$ cat src/rtl/timing_seq.sv
// timing_seq: parametrised one-hot timing-state sequencer with programmable last state,
// clear/load control and a completed-instruction counter. Optional single-step debug via TIMING_STEP_EN.
module timing_seq #(
  parameter int NSTATES = 16,
  parameter int CW      = 4,
  parameter int CYC_W   = 16
) (
  input  logic               clk,
  input  logic               reset,
  input  logic               en,
  input  logic               clr,
  input  logic               load,
  input  logic [CW-1:0]      load_val,
  input  logic [CW-1:0]      last_state,
`ifdef TIMING_STEP_EN
  input  logic               step_mode,
  input  logic               step,
`endif
  output logic [CW-1:0]      t_count,
  output logic [NSTATES-1:0] t_onehot,
  output logic               done,
  output logic               load_err,
  output logic [CYC_W-1:0]   cyc_cnt
);

  localparam int            LAST_INT  = NSTATES - 1;
  localparam logic [CW-1:0] LAST_MAX  = LAST_INT[CW-1:0];
  localparam logic [CW:0]   NSTATES_W = NSTATES[CW:0];

  logic [CW-1:0]      eff_last_s;
  logic               advance_s;
  logic [CW-1:0]      t_count_nxt_s;
  logic [NSTATES-1:0] t_onehot_nxt_s;
  logic               done_nxt_s;
  logic               load_err_nxt_s;
  logic [CYC_W-1:0]   cyc_cnt_nxt_s;

  // Clamp the programmed last state to the highest implemented state.
  always_comb begin
    eff_last_s = last_state;
    if (last_state > LAST_MAX) begin
      eff_last_s = LAST_MAX;
    end else begin
      eff_last_s = last_state;
    end
  end

`ifdef TIMING_STEP_EN
  logic step_prev_r;

  // Previous step level for rising-edge detection.
  always_ff @(posedge clk or negedge reset) begin
    if (!reset) begin
      step_prev_r <= 1'b0;
    end else begin
      step_prev_r <= step;
    end
  end

  // In step mode only a fresh 0->1 on step advances; en is ignored.
  always_comb begin
    advance_s = 1'b0;
    if (step_mode) begin
      advance_s = step & ~step_prev_r;
    end else begin
      advance_s = en;
    end
  end
`else
  // Without debug stepping en alone advances the sequence.
  always_comb begin
    advance_s = en;
  end
`endif

  // Next-state selection with priority clr > load > advance > hold.
  always_comb begin
    t_count_nxt_s  = t_count;
    done_nxt_s     = 1'b0;
    load_err_nxt_s = 1'b0;
    if (clr) begin
      t_count_nxt_s = {CW{1'b0}};
      done_nxt_s    = 1'b1;
    end else if (load) begin
      if ({1'b0, load_val} < NSTATES_W) begin
        t_count_nxt_s = load_val;
      end else begin
        load_err_nxt_s = 1'b1;
      end
    end else if (advance_s) begin
      // >= rather than == so a last_state lowered below the count still wraps.
      if (t_count >= eff_last_s) begin
        t_count_nxt_s = {CW{1'b0}};
        done_nxt_s    = 1'b1;
      end else begin
        t_count_nxt_s = t_count + CW'(1);
      end
    end else begin
      t_count_nxt_s = t_count;
    end
  end

  // Completion counter and one-hot decode of the next state.
  always_comb begin
    t_onehot_nxt_s = {NSTATES{1'b0}};
    if (done_nxt_s) begin
      cyc_cnt_nxt_s = cyc_cnt + CYC_W'(1);
    end else begin
      cyc_cnt_nxt_s = cyc_cnt;
    end
    for (int k = 0; k < NSTATES; k++) begin
      t_onehot_nxt_s[k] = (t_count_nxt_s == CW'(k));
    end
  end

  // Output registers; everything updates on the same edge so the bus tracks the count.
  always_ff @(posedge clk or negedge reset) begin
    if (!reset) begin
      t_count  <= {CW{1'b0}};
      t_onehot <= {{(NSTATES-1){1'b0}}, 1'b1};
      done     <= 1'b0;
      load_err <= 1'b0;
      cyc_cnt  <= {CYC_W{1'b0}};
    end else begin
      t_count  <= t_count_nxt_s;
      t_onehot <= t_onehot_nxt_s;
      done     <= done_nxt_s;
      load_err <= load_err_nxt_s;
      cyc_cnt  <= cyc_cnt_nxt_s;
    end
  end

endmodule

$ cat config.mk
export PLATFORM = sky130hd
export DESIGN_NAME = timing_seq
export DESIGN_NICKNAME = d
export VERILOG_FILES = /design/src/rtl/timing_seq.sv
export SDC_FILE = /design/constraint.sdc
export NUM_CORES = 1
export LEC_CHECK = 0
export CORE_MARGIN = 5
export CORE_UTILIZATION = 37
export DETAILED_ROUTE_END_ITERATION = 6
export DONT_BUFFER_PORTS = 1
export PLACE_DENSITY_LB_ADDON = 0.05
export SYNTH_ARGS = -nofsm -noshare
export SYNTH_HDL_FRONTEND = slang
export SYNTH_SLANG_ARGS = --single-unit
$ cat constraint.sdc
create_clock -name clk -period 4.56 [get_ports clk]
set_input_delay 0.228 -clock clk [delete_from_list [all_inputs] [get_ports clk]]
set_output_delay 0.228 -clock clk [all_outputs]
set_load 0.01 [all_outputs]
; After elaboration in Yosys (flattened, before gate mapping)
; Cells that the tools add are included.
[totals]
reg_bits = 37
in_bits = 13
wordCells = 33
[op_classes]
addsub = 2
n_lt_le_gt_ge = 2
eq_ne = 15
n_mux = 9
n_reduce_logical = 1
[ops]
columns = cell, n
row1 = 4-bit equality test (second input constant), 8
row2 = 4-bit 2-to-1 mux, 5
row3 = 16-bit by 1-bit adder with 16-bit output (second input constant), 1
row4 = 4-bit by 3-bit equality test with 1-bit output (second input constant), 4
row5 = 4-bit by 2-bit equality test with 1-bit output (second input constant), 2
row6 = 4-bit by 1-bit adder with 4-bit output (second input constant), 1
row7 = 4-bit by 1-bit equality test with 1-bit output (second input constant), 1
row8 = 4-bit >= comparator, 1
row9 = 4-bit > comparator (second input constant), 1
row10 = 4-bit zero test, 1
row11 = 1-bit 2-to-1 mux, 4

; Logic depth before layout (Yosys ltp)
[logic_depth]
ltp_word = 8
ltp_mapped = 8
depth_no_buf = 7

; Least setup slack after synthesis
; No wires, ideal clock.
[synth_path]
kind = register to register
startpoint = register t_count[3]
endpoint = register cyc_cnt[1]
setup_ns = 0.127
arrival_ns = 1.846
t_required_ns = 4.433
slack_ns = 2.586
stages_incl_launch_ff = 8
cell_sequence = dfrtp_1 ha_1 o211ai_1 o211a_4 or2_1 buf_4 inv_6 mux2_1
[synth_between]
elab_chain_cells = 5
[synth_lines]
columns = element, line_no
row1 = "start, declared", 19  ; output logic [CW-1:0] t_count,
row2 = "start signal, assigned", 119  ; t_count <= {CW{1'b0}};
row3 = "start signal, assigned", 125  ; t_count <= t_count_nxt_s;
row4 = 4-bit >= comparator, 92  ; if (t_count >= eff_last_s) begin
row5 = 1-bit 2-to-1 mux, 92
row6 = 1-bit 2-to-1 mux, 90  ; end else if (advance_s) begin
row7 = 1-bit 2-to-1 mux, 84  ; end else if (load) begin
row8 = 1-bit 2-to-1 mux, 81  ; if (clr) begin
row9 = named net done_nxt_s, 34  ; logic done_nxt_s;
row10 = "end signal, assigned", 123  ; cyc_cnt <= {CYC_W{1'b0}};
row11 = "end signal, assigned", 129  ; cyc_cnt <= cyc_cnt_nxt_s;
row12 = "end, declared", 23  ; output logic [CYC_W-1:0] cyc_cnt
; The timed path passes the listed nets, and every way through them passes these cells.
; A chain may end at the register's enable or synchronous reset.

; Worst setup path after layout
[layout_path]
startpoint = register t_count[0]
endpoint = register t_onehot[2]
[layout_between]
elab_chain_cells = 6
[layout_lines]
columns = element, line_no
row1 = 4-bit by 1-bit adder with 4-bit output / 4-bit >= comparator (equally long branches), "96, 92"
row2 = 4-bit 2-to-1 mux, 92
row3 = 4-bit 2-to-1 mux (*), 90
row4 = 4-bit 2-to-1 mux (*), 84
row5 = 4-bit 2-to-1 mux (*), 81
row6 = 4-bit by 2-bit equality test with 1-bit output (*), 112  ; t_onehot_nxt_s[k] = (t_count_nxt_s == CW'(k));
row7 = named net t_onehot_nxt_s[2], 33  ; logic [NSTATES-1:0] t_onehot_nxt_s;
row8 = "end signal, assigned", 120  ; t_onehot <= {{(NSTATES-1){1'b0}}, 1'b1};
row9 = "end signal, assigned", 126  ; t_onehot <= t_onehot_nxt_s;
row10 = "end, declared", 20  ; output logic [NSTATES-1:0] t_onehot,
; The timed path passes the listed nets; every way through them passes the cells marked *.

==> metrics <==
Root Buffer=clkbuf_8; Worst path slowest cell=dfrtp_1; hold wc startpoint=load_val[2]; Slew HR=between 40% and 50%; CTS buffer count=5; Routed wire per std cell=17.8 um; clock-pin slew on the worst setup and hold paths=about 0.070 ns; first-pass GRT wire length=6810 um; min cycle time layout=between 2 and 2.5 ns; Critical Path RT=~4.7 ns; HPWL Detailed=3040 um; Post-synth EDFFs=0; Post-Synthesis Cells=between 150 and 200; Post-synth ARST share=between 90% and 100%; share of cells above drive strength 1=between 10% and 20%; leak pwr=0.884 nW; Post-Syn Area=1850 um2; Hold Crit Depth=3; Worst setup EP type=register; Final Hold Viols=0; TritonCTS clock tree=built; r2r endpoint=t_onehot[2]$_DFF_PN0_; Final Util=between 40% and 50%; Post-Syn Nets=180; Worst-Margin Slew=between 0.8 and 0.9 ns; Power Density=~430 nW/um2; vias in the first global route=1282; crit-path cells=inv_1, ha_1, nor3b_2, o211a_4, or2_1, inv_6, nor4_1; worst r2r path cells=7; Critical R2R Launch=t_count[0]$_DFF_PN0_; drt via density=5.29; WHS Endpoint=t_onehot[0]$_DFF_PN1_; Post-Route Setup TNS=0 ns; slowest stage delay, CP=0.46 ns; Top FF cell, synth=dfrtp_1; DR WL met3=slightly below 300 um; FF-to-FF setup slack=around 2.3 ns; # DRC=0; initial antenna violation count=0; Yosys top cell by area=dfrtp_1; final wirelength=between 4000 and 5000 um; count of final setup violators=0; startpoint types=register; die area=6500 um2; Chip Height=slightly above 80 um; Yosys top cell area share=48.8%; Starting DRT DRC Count=between 50 and 60; Post-Route M1 WL=~1700 um; clock skew=around 0.0035 ns; Max Root-Sink Buffers=2; Nets=182; worst-path fanout max=16; Critical Path AT=2.41 ns; RSZ-0062 raised after global routing=false; placeable core region=between 4000 and 5000 um2; DR vias=~1.2k; largest net degree at the start of global routing=38; Worst-Skew Late Latency=just under 0.3 ns; Highest Signal Layer=met4; YS warnings=0; DRT Pass-1 Iters=4; VDD IR max=about 130 uV; Max-cap violations=0; f_max=approximately 450 MHz; GP Congestion=about 0.8; Setup CP Type=reg -> reg; Starting Density=between 30% and 40%; HP Class=in -> reg; synth top area cells=dfrtp_1 (49%), xor2_1 (7.1%), nor4_1 (4.4%), ha_1 (4.1%), nor4_2 (4.1%); I/O pin total=51; htree depth=2; Cell variety after synth=46; Diodes inserted=0; Slew Limit Fails=0; GRT overflow=0; Syn Area/Cell=approximately 11 um2; Die Wd=just over 80 um; Tot GR Track Use=13.9%; period utilization=between 40% and 50%; number of synthesized register bits=37; synth-to-layout area growth=8.54%; status=completed; DR WL met2=around 2100 um; CTS Sinks=37; Post-DRT Antenna Nets=0; post-synthesis sequential area ratio=50.2%; Row Count=25; port bufs=0
what timing repair did:
item	CTS	global route
endpoints found under the hold margin	37	0
setup buffers	0	0
setup endpoints to repair	0	0
resized for setup	0	0
hold buffers	2	0
layer usage:
layer	vias to the layer above	global-route usage, %
met5	-	0
met4	0	4.56
met3	5	5.83
met2	40	23.7
met1	590	15.7
li1	586	-
cells in the final DEF, fill, tap and decap left out, drive strengths merged, types with 4 or more instances in the layout:
cell type and n:
dfrtp 36, nand3 5, nand4 5, ha 6, nand2 8, nor3 5, and4 4, clkbuf 6
xor2 15, nor4 19, inv 10, nor2 4
Yosys cell counts (4+ instances only):
master	n
and4_1	4
nand3_1	5
inv_1	7
nor4_2	6
nand2_1	8
nor4_1	13
xor2_1	15
dfrtp_1	36
ha_1	6
nor3_1	5
nand4_1	5
nor2_1	4
cell type report:
type	count	area, um2
Sequential cell	37	927
Inverter	10	42.5
Fill cell	461	2780
Multi-Input combinational cell	107	823
Clock inverter	2	13.8
Clock buffer	6	82.6
Timing Repair Buffer	2	30.0
Tap cell	67	83.8
stage by stage:
stage               std cells  power (W)  worst slack [ns]  area, um2  hold WS, ns
finish                    231   0.000864              2.32       2000        0.191
global route              231   0.000919              2.09       2000        0.184
CTS                       231   0.000880              2.30       2000        0.175
detailed placement        221   0.000626              2.32       1880      -0.0665
global placement          221   0.000624              2.38       1880      -0.0666
floorplan                 161   0.000582              2.59       1850      -0.0676
flip-flops by register name (all words and copies together) (netlist names):
register,cells
cyc_cnt,16
done,1
t_count,4
t_onehot,16
worst max path at each step:
| stage | from | to | slack [ns] | cells past startpoint |
|---|---|---|---|---|
| 2_1_floorplan | t_count[3]$_DFF_PN0_ | cyc_cnt[1]$_DFFE_PN0P_ | 2.59 | 7 |
| 3_3_place_gp | t_count[0]$_DFF_PN0_ | t_onehot[2]$_DFF_PN0_ | 2.38 | 7 |
| 3_5_place_dp | t_count[0]$_DFF_PN0_ | t_onehot[2]$_DFF_PN0_ | 2.32 | 7 |
| 4_1_cts | t_count[0]$_DFF_PN0_ | t_onehot[2]$_DFF_PN0_ | 2.30 | 7 |
| 5_1_grt | t_count[0]$_DFF_PN0_ | t_onehot[2]$_DFF_PN0_ | 2.09 | 7 |
| 6_report | t_count[0]$_DFF_PN0_ | t_onehot[2]$_DFF_PN0_ | 2.32 | 7 |
logic make-up (layout without fill, tap and decap cells):
group	Yosys count	in the layout	share of synthesized area [%]
compound gates	16	16	6.85
xor+xnor	17	17	8.48
fa+ha+maj	6	6	4.07
buf+inv	17	20	5.15
flops	37	37	50.2
mux	3	3	1.76
other cells	1	1	0.203
simple gates	64	64	23.3
power breakdown:
part | internal, W | switching (W)
clock | 0.000122 | 0.000116
sequential | 0.000378 | 0.0000980
combinational | 0.0000621 | 0.0000865
total | 0.000563 | 0.000301
critical path: cells and delay by family (launching register included):
| kind | cells | cell delay (ns) |
|---|---|---|
| AOI/OAI and AO/OA | 1 | 0.34 |
| DFF | 1 | 0.46 |
| adders and majority gates | 1 | 0.29 |
| and+or+nand+nor | 3 | 0.86 |
| buffers and inverters | 2 | 0.17 |
(Power assumes the default switching activity.)
